File: config.mk
export PLATFORM = sky130hd
export DESIGN_NAME = gjc_ram_arbiter_flat
export DESIGN_NICKNAME = d
export VERILOG_FILES = /design/src/rtl/gjc_ram_arbiter_if.sv /design/src/rtl/gjc_ram_arbiter.sv /design/src/flat_wrapper.sv
export SDC_FILE = /design/constraint.sdc
export NUM_CORES = 1
export LEC_CHECK = 0
export CAP_MARGIN = 5
export CORE_MARGIN = 5
export CORE_UTILIZATION = 34
export DETAILED_ROUTE_END_ITERATION = 7
export PLACE_DENSITY = 0.81
export SLEW_MARGIN = 25
export SYNTH_ARGS = -nofsm -noshare
export SYNTH_HDL_FRONTEND = slang
export SYNTH_SLANG_ARGS = --single-unit
File: constraint.sdc
create_clock -name CLK -period 1.8 [get_ports CLK]
set_input_delay 0.36 -clock CLK [delete_from_list [all_inputs] [get_ports CLK]]
set_output_delay 0.36 -clock CLK [all_outputs]
set_load 0.005 [all_outputs]
File: src/rtl/gjc_ram_arbiter_if.sv
// gjc_ram_arbiter_if: client and RAM-side signal bundle for gjc_ram_arbiter.
// slave = arbiter view, master = client/RAM view.
interface gjc_ram_arbiter_if #(
  parameter int DATA_WIDTH = 36,
  parameter int ADDR_WIDTH = 9
);
  logic                  INIT_DONE;
  logic                  WREQ0, WREQ1;
  logic [ADDR_WIDTH-1:0] WADDR0, WADDR1;
  logic [DATA_WIDTH-1:0] WDATA0, WDATA1;
  logic                  WGNT0, WGNT1;
  logic                  RREQ0, RREQ1;
  logic [ADDR_WIDTH-1:0] RADDR0, RADDR1;
  logic                  RGNT0, RGNT1;
  logic                  RVALID0, RVALID1;
  logic [DATA_WIDTH-1:0] RDATA;
  logic                  RAM_WE;
  logic [ADDR_WIDTH-1:0] RAM_ADDRA;
  logic [DATA_WIDTH-1:0] RAM_DIN;
  logic                  RAM_RE;
  logic [ADDR_WIDTH-1:0] RAM_ADDRB;
  logic [DATA_WIDTH-1:0] RAM_DOUT;

  modport slave (
    output INIT_DONE,
    input  WREQ0, WREQ1, WADDR0, WADDR1, WDATA0, WDATA1,
    output WGNT0, WGNT1,
    input  RREQ0, RREQ1, RADDR0, RADDR1,
    output RGNT0, RGNT1, RVALID0, RVALID1, RDATA,
    output RAM_WE, RAM_ADDRA, RAM_DIN, RAM_RE, RAM_ADDRB,
    input  RAM_DOUT
  );

  modport master (
    input  INIT_DONE,
    output WREQ0, WREQ1, WADDR0, WADDR1, WDATA0, WDATA1,
    input  WGNT0, WGNT1,
    output RREQ0, RREQ1, RADDR0, RADDR1,
    input  RGNT0, RGNT1, RVALID0, RVALID1, RDATA,
    input  RAM_WE, RAM_ADDRA, RAM_DIN, RAM_RE, RAM_ADDRB,
    output RAM_DOUT
  );
endinterface

File: src/rtl/gjc_ram_arbiter.sv
// gjc_ram_arbiter: zero-clears a dual-port RAM, then round-robin shares
// its write and read ports between two clients. Option: GJC_RAM_ARB_WR_BYPASS_EN
module gjc_ram_arbiter #(
  parameter int DATA_WIDTH = 36,
  parameter int ADDR_WIDTH = 9
) (
  input logic              CLK,
  input logic              RST,
  gjc_ram_arbiter_if.slave bus
);
  typedef enum logic {S_INIT, S_RUN} state_t;
  localparam logic [ADDR_WIDTH-1:0] LAST_A = '1;

  state_t                state_q;
  logic [ADDR_WIDTH-1:0] cnt_q, addra_q, addrb_q;
  logic [DATA_WIDTH-1:0] din_q;
  logic                  done_q, we_q, re_q, rid_q;
  logic                  rv0_q, rv1_q, wptr_q, rptr_q;
  logic                  run, wgnt0, wgnt1, rgnt0, rgnt1;
  logic [ADDR_WIDTH-1:0] waddr_d, raddr_d;
  logic [DATA_WIDTH-1:0] wdata_d;

  // pointer value 0 favours client 0, 1 favours client 1
  assign run   = (state_q == S_RUN);
  assign wgnt0 = run & bus.WREQ0 & (~bus.WREQ1 | ~wptr_q);
  assign wgnt1 = run & bus.WREQ1 & (~bus.WREQ0 | wptr_q);
  assign rgnt0 = run & bus.RREQ0 & (~bus.RREQ1 | ~rptr_q);
  assign rgnt1 = run & bus.RREQ1 & (~bus.RREQ0 | rptr_q);

  assign waddr_d = wgnt1 ? bus.WADDR1 : bus.WADDR0;
  assign wdata_d = wgnt1 ? bus.WDATA1 : bus.WDATA0;
  assign raddr_d = rgnt1 ? bus.RADDR1 : bus.RADDR0;

  assign bus.WGNT0     = wgnt0;
  assign bus.WGNT1     = wgnt1;
  assign bus.RGNT0     = rgnt0;
  assign bus.RGNT1     = rgnt1;
  assign bus.INIT_DONE = done_q;
  assign bus.RAM_WE    = we_q;
  assign bus.RAM_ADDRA = addra_q;
  assign bus.RAM_DIN   = din_q;
  assign bus.RAM_RE    = re_q;
  assign bus.RAM_ADDRB = addrb_q;
  assign bus.RVALID0   = rv0_q;
  assign bus.RVALID1   = rv1_q;

  // clear sequencer, arbitration pointers and registered RAM/valid outputs
  always_ff @(posedge CLK) begin
    if (RST) begin
      state_q <= S_INIT;
      cnt_q   <= '0;
      done_q  <= 1'b0;
      we_q    <= 1'b0;
      addra_q <= '0;
      din_q   <= '0;
      re_q    <= 1'b0;
      addrb_q <= '0;
      rid_q   <= 1'b0;
      rv0_q   <= 1'b0;
      rv1_q   <= 1'b0;
      wptr_q  <= 1'b0;
      rptr_q  <= 1'b0;
    end else begin
      unique case (state_q)
        S_INIT: begin
          we_q    <= 1'b1;
          addra_q <= cnt_q;
          din_q   <= '0;
          cnt_q   <= cnt_q + 1'b1;
          if (cnt_q == LAST_A) begin
            state_q <= S_RUN;
            done_q  <= 1'b1;
          end
        end
        S_RUN: begin
          we_q <= wgnt0 | wgnt1;
          if (wgnt0 | wgnt1) begin
            addra_q <= waddr_d;
            din_q   <= wdata_d;
            wptr_q  <= wgnt0;
          end
          re_q <= rgnt0 | rgnt1;
          if (rgnt0 | rgnt1) begin
            addrb_q <= raddr_d;
            rid_q   <= rgnt1;
            rptr_q  <= rgnt0;
          end
        end
      endcase
      rv0_q <= re_q & ~rid_q;
      rv1_q <= re_q & rid_q;
    end
  end

`ifdef GJC_RAM_ARB_WR_BYPASS_EN
  logic                  byp_q;
  logic [DATA_WIDTH-1:0] bdat_q;

  // capture a write that collides with a read issued in the same cycle
  always_ff @(posedge CLK) begin
    if (RST) begin
      byp_q  <= 1'b0;
      bdat_q <= '0;
    end else begin
      byp_q  <= we_q & re_q & (addra_q == addrb_q);
      bdat_q <= din_q;
    end
  end

  assign bus.RDATA = byp_q ? bdat_q : bus.RAM_DOUT;
`else
  assign bus.RDATA = bus.RAM_DOUT;
`endif
endmodule
File: src/flat_wrapper.sv
// flat-port wrapper written by rule: the top's interface ports become plain ports
module gjc_ram_arbiter_flat 
#(
  parameter int DATA_WIDTH = 36,
  parameter int ADDR_WIDTH = 9
)
  (CLK, RST, bus_INIT_DONE, bus_WREQ0, bus_WREQ1, bus_WADDR0, bus_WADDR1, bus_WDATA0, bus_WDATA1, bus_WGNT0, bus_WGNT1, bus_RREQ0, bus_RREQ1, bus_RADDR0, bus_RADDR1, bus_RGNT0, bus_RGNT1, bus_RVALID0, bus_RVALID1, bus_RDATA, bus_RAM_WE, bus_RAM_ADDRA, bus_RAM_DIN, bus_RAM_RE, bus_RAM_ADDRB, bus_RAM_DOUT);
  gjc_ram_arbiter_if #(.DATA_WIDTH(DATA_WIDTH), .ADDR_WIDTH(ADDR_WIDTH)) bus_i ();
  input logic CLK;
  input logic RST;
  output wire logic [$bits(bus_i.INIT_DONE)-1:0] bus_INIT_DONE;
  input wire logic [$bits(bus_i.WREQ0)-1:0] bus_WREQ0;
  input wire logic [$bits(bus_i.WREQ1)-1:0] bus_WREQ1;
  input wire logic [$bits(bus_i.WADDR0)-1:0] bus_WADDR0;
  input wire logic [$bits(bus_i.WADDR1)-1:0] bus_WADDR1;
  input wire logic [$bits(bus_i.WDATA0)-1:0] bus_WDATA0;
  input wire logic [$bits(bus_i.WDATA1)-1:0] bus_WDATA1;
  output wire logic [$bits(bus_i.WGNT0)-1:0] bus_WGNT0;
  output wire logic [$bits(bus_i.WGNT1)-1:0] bus_WGNT1;
  input wire logic [$bits(bus_i.RREQ0)-1:0] bus_RREQ0;
  input wire logic [$bits(bus_i.RREQ1)-1:0] bus_RREQ1;
  input wire logic [$bits(bus_i.RADDR0)-1:0] bus_RADDR0;
  input wire logic [$bits(bus_i.RADDR1)-1:0] bus_RADDR1;
  output wire logic [$bits(bus_i.RGNT0)-1:0] bus_RGNT0;
  output wire logic [$bits(bus_i.RGNT1)-1:0] bus_RGNT1;
  output wire logic [$bits(bus_i.RVALID0)-1:0] bus_RVALID0;
  output wire logic [$bits(bus_i.RVALID1)-1:0] bus_RVALID1;
  output wire logic [$bits(bus_i.RDATA)-1:0] bus_RDATA;
  output wire logic [$bits(bus_i.RAM_WE)-1:0] bus_RAM_WE;
  output wire logic [$bits(bus_i.RAM_ADDRA)-1:0] bus_RAM_ADDRA;
  output wire logic [$bits(bus_i.RAM_DIN)-1:0] bus_RAM_DIN;
  output wire logic [$bits(bus_i.RAM_RE)-1:0] bus_RAM_RE;
  output wire logic [$bits(bus_i.RAM_ADDRB)-1:0] bus_RAM_ADDRB;
  input wire logic [$bits(bus_i.RAM_DOUT)-1:0] bus_RAM_DOUT;
  assign bus_INIT_DONE = bus_i.INIT_DONE;
  assign bus_i.WREQ0 = bus_WREQ0;
  assign bus_i.WREQ1 = bus_WREQ1;
  assign bus_i.WADDR0 = bus_WADDR0;
  assign bus_i.WADDR1 = bus_WADDR1;
  assign bus_i.WDATA0 = bus_WDATA0;
  assign bus_i.WDATA1 = bus_WDATA1;
  assign bus_WGNT0 = bus_i.WGNT0;
  assign bus_WGNT1 = bus_i.WGNT1;
  assign bus_i.RREQ0 = bus_RREQ0;
  assign bus_i.RREQ1 = bus_RREQ1;
  assign bus_i.RADDR0 = bus_RADDR0;
  assign bus_i.RADDR1 = bus_RADDR1;
  assign bus_RGNT0 = bus_i.RGNT0;
  assign bus_RGNT1 = bus_i.RGNT1;
  assign bus_RVALID0 = bus_i.RVALID0;
  assign bus_RVALID1 = bus_i.RVALID1;
  assign bus_RDATA = bus_i.RDATA;
  assign bus_RAM_WE = bus_i.RAM_WE;
  assign bus_RAM_ADDRA = bus_i.RAM_ADDRA;
  assign bus_RAM_DIN = bus_i.RAM_DIN;
  assign bus_RAM_RE = bus_i.RAM_RE;
  assign bus_RAM_ADDRB = bus_i.RAM_ADDRB;
  assign bus_i.RAM_DOUT = bus_RAM_DOUT;
  gjc_ram_arbiter #(.DATA_WIDTH(DATA_WIDTH), .ADDR_WIDTH(ADDR_WIDTH)) u_core (.CLK(CLK), .RST(RST), .bus(bus_i));
endmodule
==> results.sh <==
export IMPL_outcome="completed"
export IMPL_grt_max_degree=37
export IMPL_synth_edff_count=0
export IMPL_cts_buffers=9
export IMPL_crit_end="bus_WGNT1"
export IMPL_drcViolationCount=0
export IMPL_synth_ff_type="dfxtp_1"
export IMPL_hold_class="flip-flop to flip-flop"
export IMPL_ir_drop_v=0.000409
export IMPL_grt_pass1_wl_um=14700
export IMPL_fin_worst_skew_ns=0.00674
export IMPL_finalCriticalPeriod_ns=1.73
export IMPL_via_per_inst=4.68
export IMPL_setup_violations_final=0
export IMPL_row_count=36
export IMPL_worst_pin_slew_ns=0.295
export IMPL_die_x_um=109
export IMPL_wirelength_um=9540
export IMPL_synth_warnings=0
export IMPL_cp_start_kind="flip-flop"
export IMPL_intPower_mw=2.41
export IMPL_pin_count=249
export IMPL_wl_per_cell_um=14.6
export IMPL_endpoint_kind="output port"
export IMPL_synth_area_sq_um=3360
export IMPL_grt_pass1_vias=3085
export IMPL_netlist_instances=367
export IMPL_antenna_found_initial=0
export IMPL_core_sq_um=9730
export IMPL_cts_tree="done"
export IMPL_drt_iter0_markers=86
export IMPL_hold_viol=0
export IMPL_pwr_share_clk=0.365
export IMPL_crit_required_ns=1.44
export IMPL_synth_seq_cells=72
export IMPL_mostFrequentLayoutCell="clkdlybuf4s50_1"
export IMPL_pwr_share_comb=0.116
export IMPL_worst_path_max_fanout=4
export IMPL_reg2reg_to="u_core.bus.RAM_DIN[34]$_SDFFE_PP0P_"
export IMPL_slew_violations=0
export IMPL_worstRegToRegCells=6
export IMPL_routabilityCongestion=0.789
export IMPL_h_tree_depth=3
export IMPL_min_period_over_period=0.961
export IMPL_cts_hold_buf=0
export IMPL_cts_clk_slew_worst_paths_ns=0.08
export IMPL_gr_total_overflow=0
export IMPL_hold_depth=1
export IMPL_rsz0062_at_grt="no"
export IMPL_p_sw_mw=0.696
export IMPL_antenna_diode_count=0
export IMPL_p_seq_frac=0.518
export IMPL_synth_distinct_cells=40
export IMPL_postSynthAreaPerCell_sq_um=9.16
export IMPL_max_stage_delay_ns=0.35
export IMPL_syn_num_nets=519
export IMPL_layout_nets=669
export IMPL_grt_use_total=0.154
export IMPL_power_leakage_nw=1.84
export IMPL_r2r_start="u_core.wptr_q$_SDFFE_PP0P_"
export IMPL_via_count=3065
export IMPL_path_cells="inv_1, a211oi_4, dlygate4sd2_1"
export IMPL_cts_sinks=72
export IMPL_power_density_nw_per_um2=591
export IMPL_crit_path_start="u_core.wptr_q$_SDFFE_PP0P_"
export IMPL_final_cell_mix="170 x clkdlybuf4s50_1, 70 x dfxtp_1, 55 x mux2i_1"
export IMPL_worst_ep_arrival_time_ns=1.37
export IMPL_max_slew_margin=0.803
export IMPL_ant_nets=0
export IMPL_r2r_slack_ns=0.14
export IMPL_drive_above_1_share=0.0881
export IMPL_tns_ns=0
export IMPL_maxCapViolations=0
export IMPL_clk_path_buf_depth=2
export IMPL_ys_seq_area_frac=0.429
export IMPL_initial_core_util=0.346
export IMPL_dieHeight_um=109
export IMPL_max_freq_ghz=0.578
export IMPL_synthArstFlopShare=0
export IMPL_insertion_delay_ns=0.34
export IMPL_hpwlAfterDp_um=7570
export IMPL_io_buffer_count=176
export IMPL_swShare=0.224
export IMPL_synthToLayoutAreaGrowth_pct=56.2
export IMPL_crit_path_top_delay_cell="dfxtp_2"
export IMPL_root_buffer="clkbuf_8"
export IMPL_die_area_sq_um=12000
export IMPL_worstSetupPathType="flip-flop to output port"
export IMPL_dr_pass1_iters=4
export IMPL_final_util=0.540
==> area by class of cell <==
class,instances,area [sq um]
fill,882,4470
timing repair buffer,195,1960
multi-input combinational,233,1490
sequential,72,1440
tap,133,166
clock buffer,12,145
clock inverter,4,30.0
inverter,6,22.5
==> sequential cells by signal, indices dropped and copies added (netlist names) <==
name                  count
u_core.bus.RAM_ADDRB      9
u_core.bus.INIT_DONE      1
u_core.bus.RAM_RE         1
u_core.cnt_q              9
u_core.rid_q              1
u_core.bus.RVALID1        1
u_core.bus.RAM_WE         1
u_core.bus.RAM_DIN       36
u_core.run                1
u_core.bus.RAM_ADDRA      9
u_core.rptr_q             1
u_core.wptr_q             1
u_core.bus.RVALID0        1
==> what timing repair did <==
action                                 in CTS  in global routing
setup endpoints to repair                  23                  5
setup buffers                               0                  1
gates resized for setup                     9                  3
endpoints found under the hold margin       0                  0
pin swaps                                   0                  1
==> worst min path at each step <==
stage / from / endpoint
CTS: u_core.rid_q$_SDFFE_PP0P_ / u_core.bus.RVALID0$_SDFF_PP0_
global placement: u_core.rid_q$_SDFFE_PP0P_ / u_core.bus.RVALID0$_SDFF_PP0_
floorplan: u_core.rid_q$_SDFFE_PP0P_ / u_core.bus.RVALID0$_SDFF_PP0_
detailed placement: u_core.rid_q$_SDFFE_PP0P_ / u_core.bus.RVALID0$_SDFF_PP0_
global route: u_core.bus.RAM_DIN[23]$_SDFFE_PP0P_ / u_core.bus.RAM_DIN[23]$_SDFFE_PP0P_
finish: u_core.rid_q$_SDFFE_PP0P_ / u_core.bus.RVALID0$_SDFF_PP0_
==> Yosys cell counts (2+ instances only) <==
cell / instances / share of area
nor2b_1: 2 / 0.0037
buf_4: 40 / 0.089
clkbuf_1: 5 / 0.0056
o22ai_1: 7 / 0.013
o21ai_0: 18 / 0.027
nand2_1: 53 / 0.059
o21ai_1: 31 / 0.046
xor2_1: 4 / 0.010
ha_1: 2 / 0.0074
buf_8: 3 / 0.013
and3_1: 9 / 0.017
nand3_1: 4 / 0.0060
nor2_1: 14 / 0.016
or3_1: 2 / 0.0037
dfxtp_1: 72 / 0.43
inv_1: 5 / 0.0056
a311oi_1: 2 / 0.0052
buf_2: 2 / 0.0030
buf_6: 2 / 0.0067
mux2i_1: 55 / 0.16
a21oi_1: 16 / 0.024
==> power groups by stage <==
stage	Clock [mW]	Sequential [mW]	Combinational (mW)
after floorplan	0	1.65	0.138
after global placement	0	1.65	0.356
after detailed placement	0	1.65	0.363
after CTS	1.18	1.61	0.365
after global routing	1.26	1.61	0.390
final	1.13	1.61	0.362
==> kinds of logic (layout without fill, tap and decap cells) <==
logic type / Yosys count / in the layout / synth area share
simple gates: 91 / 91 / 0.119
compound gates: 80 / 80 / 0.132
flops: 72 / 72 / 0.429
buf+inv: 62 / 217 / 0.135
mux: 55 / 55 / 0.164
xor+xnor: 5 / 5 / 0.0130
fa+ha+maj: 2 / 2 / 0.00744
==> worst max-delay path, delay by kind of cell, from the launching register on <==
| family | cells | cell delay (ns) |
|---|---|---|
| buffers and inverters | 2 | 0.36 |
| DFF | 1 | 0.35 |
| AOI/OAI and AO/OA | 1 | 0.32 |
==> per-stage QoR <==
| stage | cells | power [mW] | instance area, sq um | hold WS (ns) | setup slack (ns) |
|---|---|---|---|---|---|
| global placement | 638 | 2.00 | 5060 | 0.428 | -0.355 |
| finish | 655 | 3.11 | 5260 | 0.439 | 0.0700 |
| CTS | 654 | 3.16 | 5240 | 0.438 | 0.0176 |
| floorplan | 367 | 1.78 | 3360 | 0.413 | 0.398 |
| detailed placement | 638 | 2.01 | 5060 | 0.434 | -0.434 |
| global route | 655 | 3.26 | 5260 | 0.466 | 0.0213 |
==> per-layer routing <==
metal	wire length [um]	track usage	share of wire	vias up
met5	0	0	0	-
met4	134	0.0499	0.014	0
met3	873	0.0540	0.091	24
met2	4790	0.276	0.50	120
met1	3740	0.169	0.39	1396
li1	-	-	-	1525
Note: power is estimated with default switching activity, not from simulation.
